==> src/rtl/jtcontra_gfx_pkg.sv <==
// Shared definitions for the 007121 graphics ROM arbiter.
//
// Contents:
//   RomAw / RomDw : default ROM word-address and data widths
//   st_e          : arbiter FSM state encoding
//   own_e         : requester identity (A = tilemap fetcher, B = object fetcher)
package jtcontra_gfx_pkg;

  localparam int unsigned RomAw = 18;
  localparam int unsigned RomDw = 16;

  typedef enum logic [1:0] {
    StIdle = 2'd0,
    StBusy = 2'd1,
    StDone = 2'd2
  } st_e;

  typedef enum logic {
    OwnA = 1'b0,
    OwnB = 1'b1
  } own_e;

endpackage

==> src/rtl/jtcontra_gfx_romarb_pick.sv <==
// Combinational two-way round-robin picker with an optional B-priority override.
//
// Ports:
//   a_cs_i  : requester A wants the ROM
//   b_cs_i  : requester B wants the ROM
//   last_i  : requester that completed the most recent word
//   hb_i    : force ties to B (blanking-priority window)
//   req_o   : at least one requester is asking
//   grant_o : chosen requester; meaningful only when req_o is high
module jtcontra_gfx_romarb_pick
  import jtcontra_gfx_pkg::*;
(
  input  logic a_cs_i,
  input  logic b_cs_i,
  input  own_e last_i,
  input  logic hb_i,
  output logic req_o,
  output own_e grant_o
);

  always_comb begin
    req_o   = a_cs_i | b_cs_i;
    grant_o = OwnA;
    if (a_cs_i && b_cs_i) begin
      if (hb_i) begin
        grant_o = OwnB;
      end else begin
        // Tie: serve whoever did not finish the previous word.
        grant_o = (last_i == OwnA) ? OwnB : OwnA;
      end
    end else if (b_cs_i) begin
      grant_o = OwnB;
    end
  end

endmodule

==> src/rtl/jtcontra_gfx_romarb.sv <==
// Shares the single graphics ROM SDRAM port of a 007121 between the tilemap
// fetcher (A) and the object fetcher (B). Each side keeps its level cs/ok
// handshake; the arbiter re-arbitrates after every completed word.
//
// Optional feature (macro JTCONTRA_GFX_ROMARB_HBPRI_EN): while lhbl_i is low,
// ties go to B so objects can fill their line buffer during blank. Without the
// macro, lhbl_i is ignored and pure round-robin applies.
//
// Ports:
//   clk, rst_n          : clock, asynchronous active-low reset
//   lhbl_i              : horizontal blank, active low
//   a_cs_i/a_addr_i     : tilemap request and word address
//   a_ok_o/a_data_o     : tilemap data valid (level) and data
//   b_cs_i/b_addr_i     : object request and word address
//   b_ok_o/b_data_o     : object data valid (level) and data
//   rom_cs_o/rom_addr_o : SDRAM request and address
//   rom_ok_i/rom_data_i : SDRAM data valid and data
module jtcontra_gfx_romarb
  import jtcontra_gfx_pkg::*;
#(
  parameter int unsigned AW = RomAw,
  parameter int unsigned DW = RomDw
) (
  input  logic          clk,
  input  logic          rst_n,
  input  logic          lhbl_i,
  input  logic          a_cs_i,
  input  logic [AW-1:0] a_addr_i,
  output logic          a_ok_o,
  output logic [DW-1:0] a_data_o,
  input  logic          b_cs_i,
  input  logic [AW-1:0] b_addr_i,
  output logic          b_ok_o,
  output logic [DW-1:0] b_data_o,
  output logic          rom_cs_o,
  output logic [AW-1:0] rom_addr_o,
  input  logic          rom_ok_i,
  input  logic [DW-1:0] rom_data_i
);

  st_e           st_q, st_d;
  own_e          owner_q, owner_d;
  own_e          last_q, last_d;
  logic          rom_cs_q, rom_cs_d;
  logic [AW-1:0] rom_addr_q, rom_addr_d;
  logic [DW-1:0] a_data_q, a_data_d;
  logic [DW-1:0] b_data_q, b_data_d;

  logic          hb;
  logic          pick_req;
  own_e          pick_grant;
  logic          own_cs;
  logic [AW-1:0] own_addr;
  logic          own_match;

`ifdef JTCONTRA_GFX_ROMARB_HBPRI_EN
  assign hb = ~lhbl_i;
`else
  logic unused_lhbl;
  assign unused_lhbl = lhbl_i;
  assign hb          = 1'b0;
`endif

  jtcontra_gfx_romarb_pick u_pick (
    .a_cs_i  (a_cs_i),
    .b_cs_i  (b_cs_i),
    .last_i  (last_q),
    .hb_i    (hb),
    .req_o   (pick_req),
    .grant_o (pick_grant)
  );

  // The current owner still wants exactly the word that is on the ROM bus.
  always_comb begin
    own_cs    = (owner_q == OwnA) ? a_cs_i   : b_cs_i;
    own_addr  = (owner_q == OwnA) ? a_addr_i : b_addr_i;
    own_match = own_cs && (own_addr == rom_addr_q);
  end

  always_comb begin
    st_d       = st_q;
    owner_d    = owner_q;
    last_d     = last_q;
    rom_cs_d   = rom_cs_q;
    rom_addr_d = rom_addr_q;
    a_data_d   = a_data_q;
    b_data_d   = b_data_q;

    unique case (st_q)
      StIdle: begin
        if (pick_req) begin
          owner_d    = pick_grant;
          rom_addr_d = (pick_grant == OwnA) ? a_addr_i : b_addr_i;
          rom_cs_d   = 1'b1;
          st_d       = StBusy;
        end
      end
      StBusy: begin
        // Abort wins over a simultaneous rom_ok: the data belongs to a word
        // nobody wants any more.
        if (!own_match) begin
          rom_cs_d = 1'b0;
          st_d     = StIdle;
        end else if (rom_ok_i) begin
          if (owner_q == OwnA) begin
            a_data_d = rom_data_i;
          end else begin
            b_data_d = rom_data_i;
          end
          rom_cs_d = 1'b0;
          last_d   = owner_q;
          st_d     = StDone;
        end
      end
      StDone: begin
        // Holding ok until the fetcher lets go also guarantees rom_cs stays
        // low at least one cycle before the next grant.
        if (!own_match) begin
          st_d = StIdle;
        end
      end
      default: begin
        rom_cs_d = 1'b0;
        st_d     = StIdle;
      end
    endcase
  end

  always_ff @(posedge clk or negedge rst_n) begin
    if (!rst_n) begin
      st_q       <= StIdle;
      owner_q    <= OwnA;
      last_q     <= OwnB;
      rom_cs_q   <= 1'b0;
      rom_addr_q <= '0;
      a_data_q   <= '0;
      b_data_q   <= '0;
    end else begin
      st_q       <= st_d;
      owner_q    <= owner_d;
      last_q     <= last_d;
      rom_cs_q   <= rom_cs_d;
      rom_addr_q <= rom_addr_d;
      a_data_q   <= a_data_d;
      b_data_q   <= b_data_d;
    end
  end

  assign a_ok_o     = (st_q == StDone) && (owner_q == OwnA) && own_match;
  assign b_ok_o     = (st_q == StDone) && (owner_q == OwnB) && own_match;
  assign a_data_o   = a_data_q;
  assign b_data_o   = b_data_q;
  assign rom_cs_o   = rom_cs_q;
  assign rom_addr_o = rom_addr_q;

endmodule

==> config.mk <==
export PLATFORM = sky130hd
export DESIGN_NAME = jtcontra_gfx_romarb
export DESIGN_NICKNAME = d
export VERILOG_FILES = /design/src/rtl/jtcontra_gfx_pkg.sv /design/src/rtl/jtcontra_gfx_romarb_pick.sv /design/src/rtl/jtcontra_gfx_romarb.sv
export SDC_FILE = /design/constraint.sdc
export NUM_CORES = 1
export LEC_CHECK = 0
export ABC_AREA = 1
export CAP_MARGIN = 20
export CORE_MARGIN = 2
export CORE_UTILIZATION = 47
export DETAILED_ROUTE_END_ITERATION = 16
export PLACE_DENSITY = 0.83
export SLEW_MARGIN = 20
export SYNTH_ARGS = -nofsm -noshare
export SYNTH_HDL_FRONTEND = slang
export SYNTH_HIERARCHICAL = 1
export SYNTH_SLANG_ARGS = --single-unit
==> constraint.sdc <==
create_clock -name clk -period 3.7 [get_ports clk]
set_input_delay 0.555 -clock clk [delete_from_list [all_inputs] [get_ports clk]]
set_output_delay 0.555 -clock clk [all_outputs]
set_load 0.02 [all_outputs]
==> results of run 1 <==
[cells by family (layout without fill, tap and decap cells)]
family                 count (synthesis)  after routing  synth area share [%]
AND/OR/NAND/NOR                      300            300                 40.57
buffers and inverters                 73            173                 10.50
flip-flops                            55             55                 42.99
AO/OA/AOI/OAI                         29             29                 5.545
other                                  1              1                0.1170
XOR/XNOR                               1              1                0.2734
[stage by stage]
step                cells  setup slack [ps]  hold slack [ps]  instance area (um^2)
global placement      631             383.5            458.3                  4297
finish                639             333.8            187.2                  4393
detailed placement    631             343.7            463.9                  4297
floorplan             459              1406            259.4                  3204
global route          639             146.0            212.8                  4393
CTS                   639             339.2            197.1                  4393
[worst max path at each step]
stage              to                start  depth (start not counted)  slack, ps
2_1_floorplan  a_ok_o  owner_q$_DFFE_PN0P_                         13       1410
3_3_place_gp   b_ok_o         a_addr_i[16]                         14        380
3_5_place_dp   a_ok_o         a_addr_i[11]                         14        340
4_1_cts        a_ok_o         a_addr_i[11]                         14        340
5_1_grt        a_ok_o  owner_q$_DFFE_PN0P_                         12        150
6_report       a_ok_o         a_addr_i[11]                         14        330
[layout by cell type (no fill, tap or decap)]
cell / count
clkinv_1: 4
clkbuf_8: 5
nand2_1: 206
inv_6: 1
inv_1: 42
clkdlybuf4s50_1: 108
inv_2: 1
dfrtp_1: 54
nand3_1: 27
o211ai_1: 8
inv_4: 1
conb_1: 1
o21ai_0: 10
nand4_4: 2
inv_8: 1
a31oi_1: 10
nor2_4: 1
buf_2: 1
nand3b_1: 2
clkinvlp_4: 1
nor2_1: 26
nand2_2: 1
a21oi_1: 1
xor2_1: 1
nor2_2: 2
dfstp_2: 1
buf_4: 8
or2_1: 1
nand4_1: 32
[final cells by class]
type                            count  area [um^2]  area share (%)
Clock inverter                      3        27.53          0.6266
Timing Repair Buffer              117         1146           26.09
Clock buffer                        5        68.82           1.567
Sequential cell                    55         1378           31.36
Tap cell                           80        100.1           2.279
Multi-Input combinational cell    331         1490           33.92
Inverter                           48        182.7           4.158
[routing by layer]
| metal | part of all wire [%] | track usage (%) | vias to the layer above |
|---|---|---|---|
| li1 | - | - | 1655 |
| met1 | 42 | 32.50 | 1584 |
| met2 | 51 | 41.12 | 132 |
| met3 | 5.1 | 3.810 | 15 |
| met4 | 1.8 | 8.239 | 0 |
| met5 | 0 | 0 | - |
[critical path, stage by stage]
cell	delay [ps]
clkdlybuf4s50_1	490
inv_1	60
nand2_1	80
nand2_1	60
nand2_1	50
nand2_1	50
nor2_1	120
nand2_1	80
nor2_2	130
inv_2	60
nor2_4	190
nand3_1	160
nor2_1	120
clkdlybuf4s50_1	610
[flip-flops by register name, indices dropped and copies added (netlist names)]
signal / cells
a_data_o: 16
b_data_o: 16
last_q: 1
owner_q: 1
rom_addr_o: 18
rom_cs_o: 1
st_q: 2
[power groups by stage]
stage | registers, W | clock network, W | logic (W)
3_5_place_dp | 0.000703 | 0 | 0.000575
3_3_place_gp | 0.000699 | 0 | 0.000559
4_1_cts | 0.000691 | 0.000373 | 0.000578
2_1_floorplan | 0.000747 | 0 | 0.000298
5_1_grt | 0.000700 | 0.000393 | 0.000637
6_report | 0.000693 | 0.000368 | 0.000580
==> results by stage, run 1 <==
Outcome:
- The flow ran to the end, and the final reports show no timing, DRC or antenna violations.

GRT:
- The overall global routing resource usage is between 20 and 25%.
- The wire length of the first global-routing pass is ~15 mm.
- The number of antenna violations at the first check in global routing is 0.
- The number of global-route vias before repair was roughly 3300.
- The sum of overflow across all layers after global routing is 0.
- Entering global routing, the biggest net connects 37 pins.

Synth:
- The area share of the largest cell type after synthesis is 42.17%.
- The most instantiated library cell after synthesis is nand2_1.
- The sequential area share after synthesis is a little over two fifths.
- The area of the mapped netlist is between 3000 and 4000 um^2.
- The synthesized design contains 0 enable-type register cells.
- The post-synthesis net count is 517.
- The most used flip-flop cell after synthesis is dfrtp_1.
- The number of distinct library cell variants in the gate-level netlist after synthesis is 26.
- Ranked by total cell area, the synthesized netlist is headed by dfrtp_1 42%, nand2_1 24%, nand4_1 6.2%.
- The commonest cells after synthesis are 206 x nand2_1, 54 x dfrtp_1, 42 x inv_1.
- The synthesized design contains 55 register bits.
- The number of standard cells after synthesis is about 460.
- After synthesis, the share of flip-flops with an asynchronous set or reset is 100.0%.
- The count of synthesis-stage warnings from yosys is 6.
- The top cell type by total area after synthesis is dfrtp_1.
- The average footprint of a synthesized cell is 6.981 um^2.

Timing:
- The worst pin sits at a relative slew slack of 41.72%.
- The final count of hold timing violations is 0.
- The number of slew-limit violations in the final report is 0.
- The achievable clock frequency is just under 0.3 GHz.
- After routing, the total negative slack on setup checks comes to 0 ps.
- Setup repair after global routing left no endpoint under its margin.
- The smallest clock period supported by the final layout is computed as between 3000 and 4000 ps.
- The share of the clock period used by the worst path is between 90% and 100%.
- At the pin with the least slew margin, the transition time is between 800 and 900 ps.
- Setup violations remaining at the end of the flow were counted as 0.
- Across the routed clock network, the largest skew measured is ~13 ps.

Detailed routing:
- The via total after detailed routing is 3386.
- After detailed routing, the number of remaining DRC violations is 0.
- For this block, the routed nets add up to ~9.1 mm of wire.
- The first detailed-routing pass ran for 6 iterations.
- The post-route antenna net violation count is 0.
- The number of DRC markers in iteration 0 is 307.
- The via density per instance is around 5.3.
- After detailed routing, the average wire length per cell comes to 14.18 um.

Placed design:
- The placer congestion estimate is between 0.8 and 0.9.
- The port buffer count is ~110.
- The post-DP HPWL is about 6.5 mm.

Die:
- The core area is 6681 um^2.
- The total number of placement rows is 30.
- The floorplan step defined a die boundary enclosing 7494 um^2.
- The overall die width is 86.57 um.
- The y dimension of the die is between 80 and 90 um.
- The initial cell density of the core is 47.96%.
- Pin placement for this block handled between 100 and 150 I/O pins.

Power and ir drop:
- Across the VDD grid, the largest voltage drop is about 0.27 mV.
- The clock network power share is ~23%.
- The switching share of total power is around 38%.
- After layout, the design draws a total of around 0.0016 W.
- The power share of the combinational group is 35.3%.
- In this run the static leakage power is 2.259 nW.
- The internal portion of the total power is a little over 0.001 W.
- The power density over cell area is 373.5 nW/um^2.
- The share of power burned in registers is 42.2%.
- Summed over all nets, the switching power comes to around 0.00062 W.

Cells and area:
- Compared with the post-synthesis result, the final layout area differs by 37.09%.
- The share of the core filled with cells in the final layout is 65.75%.
- The repair_antennas step left the layout with diodes totalling 0.
- Counting the fill cells in the layout gives 579.
- At the end of the flow, the number of nets in the layout was 616.
- Cells with a size suffix above 1 make up 4.651% of the layout.

CTS:
- After clock tree synthesis, the setup repair step added 0 buffers.
- The insertion delay to the later sink of the worst-skew pair is roughly 320 ps.
- The number of buffers inserted by hold repair at cts is 0.
- The number of buffers added by the clock tree synthesis step is 5.
- The clock tree buffer depth is 2.
- The number of gates given a new drive strength after cts is 0.
- The clock edge transition at the registers on the reported setup and hold paths is 120 ps.
- The CTS root buffer is clkbuf_8.
- TritonCTS built the clock tree.
- The clock sink count is 55.
- The H-tree was split into 2 levels.

Critical path:
- Of all nets on the critical path, the largest fanout is 4.
- STA classifies the critical path endpoint as an output port.
- The capture point of the worst reg-to-reg path is b_data_o[14]$_DFFE_PN0P_.
- The worst flop-to-flop path startpoint is owner_q$_DFFE_PN0P_.
- STA classifies the critical path startpoint as a primary input.
- Data on the critical path is required at its endpoint by between 3000 and 4000 ps.
- The setup slack of the most critical reg-to-reg path is approximately 1600 ps.
- The worst setup path is of the in2out kind.
- Counting cells, the worst reg-to-reg path comes to 12.
- The data arrival time at the worst-slack endpoint is between 2000 and 3000 ps.

Job:
- Across the run, the number of max-cap violations was 0.

Hold path:
- The type of the most critical hold path is in2async.
No activity file was read; power rests on OpenSTA's default activity.
==> run 2, diff against run 1 <==
Settings changed: CORE_ASPECT_RATIO set to 0.7, CTS_CLUSTER_SIZE set to 30.
==> run 2 against run 1 <==
  * Via count shrank 1.6%
  * Flip-flop and latch count is the same
  * Combinational power shrank 2%
  * Routed wire length shrank 3.8%
  * Worst setup slack lost 98 ps
  * Critical path type is now reg2out
  * Worst hold slack gained 160 ps
  * Clock skew grew 3.3 ps
  * Global-route usage shrank 1.0 points
  * Die area grew 0.14%
==> results by stage, run 2 (same netlist as run 1, synthesis figures left out) <==
Die:
- The die area was 7505 um^2 (+0.14%).
- The initial cell density of the core is 48.09% (+0.14 points).
- The overall die width is 102.7 um (+19%).
- The y dimension of the die came to 73.08 um (-16%).
- The total number of placement rows was 25 (-17%).
- The core area is 6663 um^2 (-0.28%).
- The number of top-level pins is 111 (unchanged).

Cells and area:
- The most frequent standard cell in the layout excluding fill and tap cells is nand2_1.
- The count of nets after finishing is 614 (-0.32%).
- The area of the multi-input gates came to 1490 um^2 (unchanged).
- The flip-flop count of the largest register, all copies and words added is 18 (unchanged).
- The final non-filler cell area is 4402 um^2 (+0.20%).
- In the layout the commonest cells are 206 x nand2_1, 108 x clkdlybuf4s50_1, 54 x dfrtp_1.
- The area growth from synthesis to layout is 37.37%.
- The layout filler cell count is 603 (+4.1%).
- The sequential cell area is 1378 um^2 (unchanged).
- The share of post-route cells with drive strength above 1 is 4.309% (-0.34 points).
- The diode insertion count for antenna repair is 0 (unchanged).

Timing:
- The worst max-slew margin expressed relative to the limit is 42.12% (+0.41 points).
- The number of slew-limit violations in the final report came to 0 (unchanged).
- The final count of hold timing violations is 0 (unchanged).
- The slew at the pin closest to its max-slew limit came to 868.1 ps (-3.401 ps).
- The setup total negative slack is 0 ps (unchanged).
- The clock skew after layout is 16.49 ps (+3.269 ps).
- The achievable clock frequency is 0.2887 GHz (-2.8%).
- The total setup violations reported at the end of the flow was 0 (unchanged).
- Setup repair after global routing left no endpoint under its margin.
- The share of the clock period used by the worst path is 93.63% (+2.7 points).
- The clock period minus worst slack is 3464 ps (+98.20 ps).

Detailed routing:
- The final wirelength is 8.724 mm (-3.8%).
- The post-route antenna net violation count is 0 (unchanged).
- The first-pass iteration count of the detailed router came to 5 (-1).
- The DRC violation count after routing came to 0 (unchanged).
- The via total after detailed routing is 3332 (-1.6%).
- The number of DRC markers in iteration 0 was 217 (-29%).
- The post-detailed-route wirelength per cell was 13.40 um (-5.5%).
- The via density per instance was 5.118 (-3.4%).

CTS:
- The number of buffers added by the clock tree synthesis step is 5 (unchanged).
- The clock tree buffer depth came to 2 (unchanged).
- The post-CTS repair timing setup buffer count was 0 (unchanged).
- The CTS root buffer is clkbuf_8.
- The clock tree from TritonCTS is yes.
- The clock edge transition at the registers on the reported setup and hold paths is 110 ps (about the same).
- The insertion delay to the later sink of the worst-skew pair is 320 ps (about the same).
- The CTS H-tree depth came to 2 (unchanged).
- The clock sink count is 55 (unchanged).

GRT:
- The number of antenna violations at the first check in global routing is 0 (unchanged).
- The wire length of the first global-routing pass was 14.01 mm (-5.3%).
- The overall global routing resource usage is 23.49% (-1.0 points).
- The number of global-route vias before repair was 3132 (-4.3%).
- The sum of overflow across all layers after global routing is 0 (unchanged).
- The pin count of the biggest net entering global routing is 43 (+16%).

Critical path:
- The type of the worst setup path is reg2out.
- The setup slack of the most critical reg-to-reg path is 1180 ps (-370 ps).
- The maximum fanout encountered on the critical timing path is 41 (+37).
- STA classifies the critical path endpoint as an output port.
- The capture point of the worst reg-to-reg path is a_data_o[15]$_DFFE_PN0P_.
- The worst flop-to-flop path startpoint is owner_q$_DFFE_PN0P_.
- The cell count of the worst reg-to-reg path is 12 (unchanged).
- The worst setup path is launched from a flop.
- The required time at the endpoint of the critical path is 3140 ps (about the same).
- The data arrival time at the worst-slack endpoint was 2910 ps (+100 ps).

Placed design:
- The instance area after placement was 4299 um^2 (about the same).
- The placer congestion estimate is 0.8281 (-3.0%).
- The port buffer count is 109 (unchanged).
- The post-DP HPWL was 6.150 mm (-5.1%).

Outcome:
- The run finished with clean final reports.

Job:
- The number of violations of the max-capacitance limit is 0 (unchanged).

Power and ir drop:
- The power spent charging and discharging nets was 0.0005940 W (-3.6%).
- The power density over cell area is 369.6 nW/um^2 (-1.0%).
- The share of power burned in registers is 42.6% (+0.4 points).
- The internal power came to 0.001033 W (+0.82%).
- The clock network power share is 22.4% (about the same).
- The power share of the combinational group is 35.0% (-0.3 points).
- The static power due to leakage is 2.251 nW (-0.34%).
- The worst-case vdd ir drop came to 0.2275 mV (-14%).
- The switching share of total power is 36.51% (-1.1 points).

Hold path:
- The min-delay analysis places its worst path in the category in2async.
[run 2: how the worst max path moves through the flow]
stage	start	end
detailed placement	a_addr_i[11]	b_ok_o
global placement	a_addr_i[16]	a_ok_o
floorplan	owner_q$_DFFE_PN0P_	a_ok_o
CTS	owner_q$_DFFE_PN0P_	b_ok_o
finish	owner_q$_DFFE_PN0P_	b_ok_o
global route	owner_q$_DFFE_PN0P_	b_ok_o
[run 2: per-layer routing]
metal	vias up	part of all wire [%]	track usage (%)
met5	-	0	0
met4	0	0.72	6.815
met3	7	6.1	4.502
met2	113	47	38.42
met1	1555	46	31.86
li1	1657	-	-
[run 2: layout make-up]
type / count / share of cell area [%]
clock buffers: 6 / 1.876
clock inverters: 2 / 0.3695
multi-input cells: 331 / 33.85
inverters: 48 / 4.150
flip-flops and latches: 55 / 31.30
repair buffers: 115 / 25.78
well taps: 94 / 2.672
[run 2: power groups by stage]
stage / registers (W) / clock network [W] / logic [W]
CTS: 0.000690 / 0.000374 / 0.000569
global placement: 0.000698 / 0 / 0.000555
floorplan: 0.000747 / 0 / 0.000298
finish: 0.000692 / 0.000365 / 0.000570
detailed placement: 0.000701 / 0 / 0.000567
global route: 0.000699 / 0.000390 / 0.000631
[run 2: timing repair]
action | in CTS | in global routing
endpoints found under the setup margin | 0 | 2
resized for setup | 0 | 1
hold buffers | 0 | 0
[run 2: stage by stage]
stage	std cells	utilization [%]	setup WS, ps	hold slack (ps)	power (W)
final	651	66.07	235.6	345.5	0.001627
after global routing	651	66.07	2.885	404.5	0.001720
after CTS	651	66.01	175.6	362.9	0.001634
after detailed placement	643	64.53	330.6	461.0	0.001268
after global placement	643	64.53	356.7	461.2	0.001254
after floorplan	459	-	1406	259.4	0.001045
[run 2: critical path: stages (launching register included)]
cell             delay (ps)
dfrtp_1                 430
inv_4                   370
nand2_1                 130
nand2_1                  90
nand2_1                  50
nand2_1                  50
nand2_1                  40
nor2_1                  190
nand3_1                 160
nor2_4                  190
nand3_1                 160
nor2_1                  130
clkdlybuf4s50_1         610
==> run 3, diff against run 2 <==
Settings changed: CTS_CLUSTER_DIAMETER set to 100, SKIP_CTS_REPAIR_TIMING set to 1.
==> results of run 3 <==
The final DEF is identical to that of run 2; final timing and power are the same.
